`src/rtl/frame_fetch_unit_pkg.sv`:
```
// Shared constants for the frame fetch path: packed-trit encoding and trit width.
package frame_fetch_unit_pkg;

    localparam int unsigned TRIT_W = 2;

    localparam logic [TRIT_W-1:0] TRIT_ZERO    = 2'b00;
    localparam logic [TRIT_W-1:0] TRIT_POS     = 2'b01;
    localparam logic [TRIT_W-1:0] TRIT_NEG     = 2'b10;
    localparam logic [TRIT_W-1:0] TRIT_INVALID = 2'b11;

endpackage

```
`src/rtl/frame_fetch_unit_fifo.sv`:
```
// fetch_fifo: synchronous first-word-fall-through FIFO with an exported occupancy count.
module fetch_fifo #(
    parameter int unsigned WIDTH = 30,
    parameter int unsigned DEPTH = 4
) (
    input  logic                         clk,
    input  logic                         reset,
    input  logic                         push,
    input  logic [WIDTH-1:0]             push_data,
    input  logic                         pop,
    output logic [WIDTH-1:0]             head,
    output logic [$clog2(DEPTH):0]       count
);

    localparam int unsigned PTR_W = $clog2(DEPTH);
    localparam int unsigned CNT_W = $clog2(DEPTH) + 1;

    logic [WIDTH-1:0] mem [DEPTH];
    logic [PTR_W-1:0] wr_ptr;
    logic [PTR_W-1:0] rd_ptr;
    logic             do_push;
    logic             do_pop;

    assign do_pop  = pop & (count != '0);
    assign do_push = push & ((count != CNT_W'(DEPTH)) | do_pop);

    // Head is forced to zero while empty so the output is defined out of reset.
    assign head = (count != '0) ? mem[rd_ptr] : '0;

    always_ff @(posedge clk or posedge reset) begin
        if (reset) begin
            wr_ptr <= '0;
            rd_ptr <= '0;
            count  <= '0;
        end else begin
            if (do_push) wr_ptr <= wr_ptr + PTR_W'(1);
            if (do_pop)  rd_ptr <= rd_ptr + PTR_W'(1);
            count <= count + CNT_W'(do_push) - CNT_W'(do_pop);
        end
    end

    always_ff @(posedge clk) begin
        if (do_push) mem[wr_ptr] <= push_data;
    end

endmodule

```
`src/rtl/frame_fetch_unit.sv`:
```
// Fetch stage between the frame controller and the lane array: credit-limited in-order reads into a FWFT buffer.
// Optional build macro FETCH_TRIT_CHECK_EN scrubs invalid (11) trits to 00 and raises a sticky trit_err.
module frame_fetch_unit
    import frame_fetch_unit_pkg::*;
#(
    parameter int unsigned ADDR_WIDTH = 32,
    parameter int unsigned LANE_COUNT = 15,
    parameter int unsigned DATA_WIDTH = 32,
    parameter int unsigned FIFO_DEPTH = 4
) (
    input  logic                         clk,
    input  logic                         reset,
    input  logic                         engine_enable,
    input  logic [ADDR_WIDTH-1:0]        mem_addr,
    output logic                         mem_ready,
    output logic                         bus_req,
    output logic [ADDR_WIDTH-1:0]        bus_addr,
    input  logic                         bus_gnt,
    input  logic                         bus_rvalid,
    input  logic [DATA_WIDTH-1:0]        bus_rdata,
    output logic                         lane_valid,
    input  logic                         lane_ready,
    output logic [TRIT_W*LANE_COUNT-1:0] lane_trits,
    output logic                         busy,
    output logic                         trit_err
);

    localparam int unsigned WORD_W = TRIT_W * LANE_COUNT;
    localparam int unsigned CNT_W  = $clog2(FIFO_DEPTH) + 1;
    localparam int unsigned SUM_W  = CNT_W + 1;

    logic [CNT_W-1:0]  outstanding;
    logic [CNT_W-1:0]  fifo_count;
    logic [SUM_W-1:0]  in_flight;
    logic              credit;
    logic              grant;
    logic              rsp_valid;
    logic              pop;
    logic [WORD_W-1:0] push_word;

    // Credit covers both buffered words and reads still on the bus.
    assign in_flight = SUM_W'(outstanding) + SUM_W'(fifo_count);
    assign credit    = in_flight < SUM_W'(FIFO_DEPTH);

    assign bus_req   = engine_enable & credit & ~reset;
    assign bus_addr  = mem_addr;
    assign grant     = bus_req & bus_gnt;
    assign mem_ready = grant;

    // Responses with nothing outstanding are stray (e.g. after reset) and dropped.
    assign rsp_valid = bus_rvalid & (outstanding != '0);

    assign lane_valid = (fifo_count != '0);
    assign pop        = lane_valid & lane_ready;
    assign busy       = engine_enable | (outstanding != '0) | (fifo_count != '0);

    always_ff @(posedge clk or posedge reset) begin
        if (reset) begin
            outstanding <= '0;
        end else begin
            outstanding <= outstanding + CNT_W'(grant) - CNT_W'(rsp_valid);
        end
    end

`ifdef FETCH_TRIT_CHECK_EN
    logic word_bad;

    always_comb begin
        push_word = bus_rdata[WORD_W-1:0];
        word_bad  = 1'b0;
        for (int i = 0; i < int'(LANE_COUNT); i++) begin
            if (bus_rdata[i*TRIT_W +: TRIT_W] == TRIT_INVALID) begin
                push_word[i*TRIT_W +: TRIT_W] = TRIT_ZERO;
                word_bad = 1'b1;
            end
        end
    end

    always_ff @(posedge clk or posedge reset) begin
        if (reset) begin
            trit_err <= 1'b0;
        end else if (rsp_valid & word_bad) begin
            trit_err <= 1'b1;
        end
    end
`else
    assign push_word = bus_rdata[WORD_W-1:0];
    assign trit_err  = 1'b0;
`endif

    // Bus data above the packed-trit word carries nothing for the lanes.
    if (DATA_WIDTH > WORD_W) begin : g_rdata_hi
        logic unused_rdata_hi;
        assign unused_rdata_hi = ^bus_rdata[DATA_WIDTH-1:WORD_W];
    end

    fetch_fifo #(
        .WIDTH (WORD_W),
        .DEPTH (FIFO_DEPTH)
    ) u_fifo (
        .clk       (clk),
        .reset     (reset),
        .push      (rsp_valid),
        .push_data (push_word),
        .pop       (pop),
        .head      (lane_trits),
        .count     (fifo_count)
    );

endmodule

```
`config.mk`:
```
export PLATFORM = sky130hd
export DESIGN_NAME = frame_fetch_unit
export DESIGN_NICKNAME = d
export VERILOG_FILES = /design/src/rtl/frame_fetch_unit_pkg.sv /design/src/rtl/frame_fetch_unit_fifo.sv /design/src/rtl/frame_fetch_unit.sv
export SDC_FILE = /design/constraint.sdc
export NUM_CORES = 1
export LEC_CHECK = 0
export BUFFER_PORTS_ARGS = -buffer_cell sky130_fd_sc_hd__buf_2
export CAP_MARGIN = 20
export CORE_UTILIZATION = 50
export CTS_BUF_LIST = sky130_fd_sc_hd__clkbuf_8
export DETAILED_ROUTE_END_ITERATION = 12
export PLACE_DENSITY = 0.78
export SYNTH_ARGS = -nofsm -noshare
export SYNTH_HDL_FRONTEND = slang
export SYNTH_SLANG_ARGS = --single-unit
```
`constraint.sdc`:
```
create_clock -name clk -period 3.4 [get_ports clk]
set_input_delay 0.34 -clock clk [delete_from_list [all_inputs] [get_ports clk]]
set_output_delay 0.34 -clock clk [all_outputs]
set_load 0.1 [all_outputs]
```
==> results.md <==
- Post-CTS Setup Inserts: 0
- Syn Area/Cell: 19.2 µm²
- Slew headroom: 42.0%
- GPL Wtd Cong: 0.725
- Synth unique cells: 25
- CTS buffer count: 17
- Site Rows: 37
- Unrepaired setup endpoints after global routing: no
- Initial antenna violation count: 1
- Die Y: 106 µm
- P&R area growth vs syn: 12.3%
- CP Data Arrival Time: 2.51 ns
- Iteration-0 DRC Markers: 76
- Crit path largest cell delay: 0.52 ns
- Status: complete, no violations
- Clock tree root buffer cell: clkbuf_8
- Layout Nets: 411
- Fin crit share: 83.9%
- # DRC: 0
- Post-synth EDFFs: 120
- DR WL/cell: 19.3 µm
- Post-Syn Instances: 282
- Die X: 106 µm
- First-pass GRT wire length: 14.4 mm
- Vias in the first global route: 2744
- Initial core utilization: 52.1%
- Vias: 2548
- DR vias/cell: 5.32
- CTS tree: built
- Startpoint Class: register
- Endpoints failing setup: 0
- Reg-to-reg startpoint: outstanding[2]
- Seq cells post-synth: 130
- FFs w/ async S/R, synth: 7.69%
- Kind of critical path: register to primary output
- H-tree levels: 4
- Max-Cap Viols: 0
- Critical-path top delay cell: or4b_1
- Most used DFF post-synth: edfxtp_1
- Clock-pin slew on the worst setup and hold paths: 0.08 ns
- Hold crit path type: input port to register
- Req. time, crit path: 3.06 ns
- Largest net degree at the start of global routing: 34
- Ordered cell list for the critical path: ha_1, or4b_1, a311oi_4, and2_4, buf_2
- Clk sink count: 130
- Dpl hpwl: 5.58 mm
- Post-cts gate resize count: 0
- Crit-path max FO: 4
- Worst Path Buf+Inv: 1
- Final setup TNS: 0 ns
- Share of cells above drive strength 1: 40.9%
- # IOs: 137
- Port-buffer cells: 69
- Final WS setup: 0.546 ns
- Cell family with most CP delay: simple AND/OR/NAND/NOR gates
- Total GRT Usage: 18.1%
- Crit. End Element: primary output
- Final min period: 2.85 ns
- Clk_skew: 0.00786 ns
- DRT Pass-1 Iters: 4
- CORE AREA: 10400 µm²
- Post-Syn Nets: 364
- Post-place setup slack: 0.977 ns
- Sequential fraction of the synthesis area: 71.0%
- Worst skew pair latency: 0.43 ns
- Final hold vios: 0
- Fmax: 0.350 GHz
- Final slew viol count: 0
- Post-Syn Area: 5420 µm²
- Total grt overflow: 0
- Antenna Violating Nets Remaining: 0
- Crit path from: outstanding[2]
- Min-delay src: bus_rdata[25]
- Worst-Margin Slew: 0.871 ns
- DRT Wirelength: 9.27 mm
- Die area: 11300 µm²
- Max Buffers Root-to-Sink: 2
- Warnings, synthesis: 0
## metal layers
layer / vias to the layer above / wire length, µm / global-route usage, %
met4: 0 / 238 / 9.33
met5: - / 0 / 0
li1: 1137 / - / -
met3: 34 / 697 / 6.19
met1: 1289 / 3580 / 20.7
met2: 88 / 4750 / 30.0
## metrics by stage
| stage | hold slack [ns] | util, % | instances | area [µm²] |
|---|---|---|---|---|
| after CTS | 0.0940 | 58.4 | 478 | 6090 |
| final | 0.117 | 58.5 | 479 | 6090 |
| after global routing | 0.0886 | 58.4 | 478 | 6090 |
| after floorplan | 0.180 | - | 282 | 5440 |
| after detailed placement | 0.357 | 54.5 | 445 | 5670 |
| after global placement | 0.348 | 54.5 | 445 | 5670 |
## layout by cell type, fill, tap and decap left out, types with 2 or more instances in the layout
cell type / synthesis / final
clkinv_1: 0 / 2
inv_8: 0 / 3
bufinv_16: 0 / 2
dfrtp_2: 0 / 2
inv_1: 12 / 12
clkinvlp_4: 0 / 2
fa_1: 2 / 2
and2_1: 36 / 31
edfxtp_1: 120 / 120
clkbuf_8: 0 / 17
buf_2: 2 / 69
and2_2: 0 / 4
mux4_2: 30 / 30
dfrtp_1: 10 / 8
inv_6: 0 / 5
ha_1: 10 / 10
xnor2_1: 6 / 6
## synth_stat cells (2+ instances only)
cell type	count	share of area, %
buf_4	33	4.6
dfrtp_1	10	4.6
buf_1	2	0.14
ha_1	10	2.3
edfxtp_1	120	66
inv_1	12	0.83
buf_6	3	0.62
clkbuf_1	4	0.28
buf_2	2	0.18
and2_1	36	4.2
xnor2_1	6	0.97
fa_1	2	0.74
mux4_2	30	12
## state kept, by name, summed over array words and instances (netlist names)
register and cells:
outstanding 3, u_fifo.count 3, u_fifo.wr_ptr 2, u_fifo.mem 120
u_fifo.rd_ptr 2
## logic make-up after synthesis
family	count (synthesis)	share of synthesized area [%]
flops	130	71.0
buf+inv	56	6.62
simple gates	42	4.77
mux	31	12.7
fa+ha+maj	12	3.05
xor+xnor	7	1.13
compound gates	3	0.646
other cells	1	0.0691
## worst paths after layout
| check | endpoint | slack, ns | cells after the start |
|---|---|---|---|
| setup / recovery | mem_ready | 0.55 | 5 |
| hold / removal | u_fifo.mem[2][25] | 0.12 | 1 |
| setup reg to reg | outstanding[1] | 1.01 | 6 |
| hold reg to reg | u_fifo.wr_ptr[1] | 0.58 | 1 |
| max in group asynchronous | u_fifo.rd_ptr[0] | 2.64 | 3 |
| min in group asynchronous | outstanding[1] | 0.45 | 3 |
## worst register-to-register path: stages (launching register included)
cell and delay (ns):
dfrtp_1 0.43, ha_1 0.30, or4b_1 0.52, a311oi_4 0.24
and2_4 0.19, ha_1 0.17, fa_1 0.42
## final cells by class
cell class | count | area (µm²)
inverter | 12 | 45.0
timing repair buffer | 72 | 383
clock inverter | 15 | 169
sequential | 130 | 3860
tap | 136 | 170
clock buffer | 17 | 234
multi-input combinational | 96 | 1230
fill | 786 | 4330
antenna | 1 | 2.50
## what timing repair did
action | in CTS | in global routing
hold buffers | 1 | 0
setup endpoints to repair | 0 | 0
endpoints found under the hold margin | 10 | 0
Power is not shown: default switching activity piles up to over one toggle a cycle in this logic, so the estimate is an artifact.
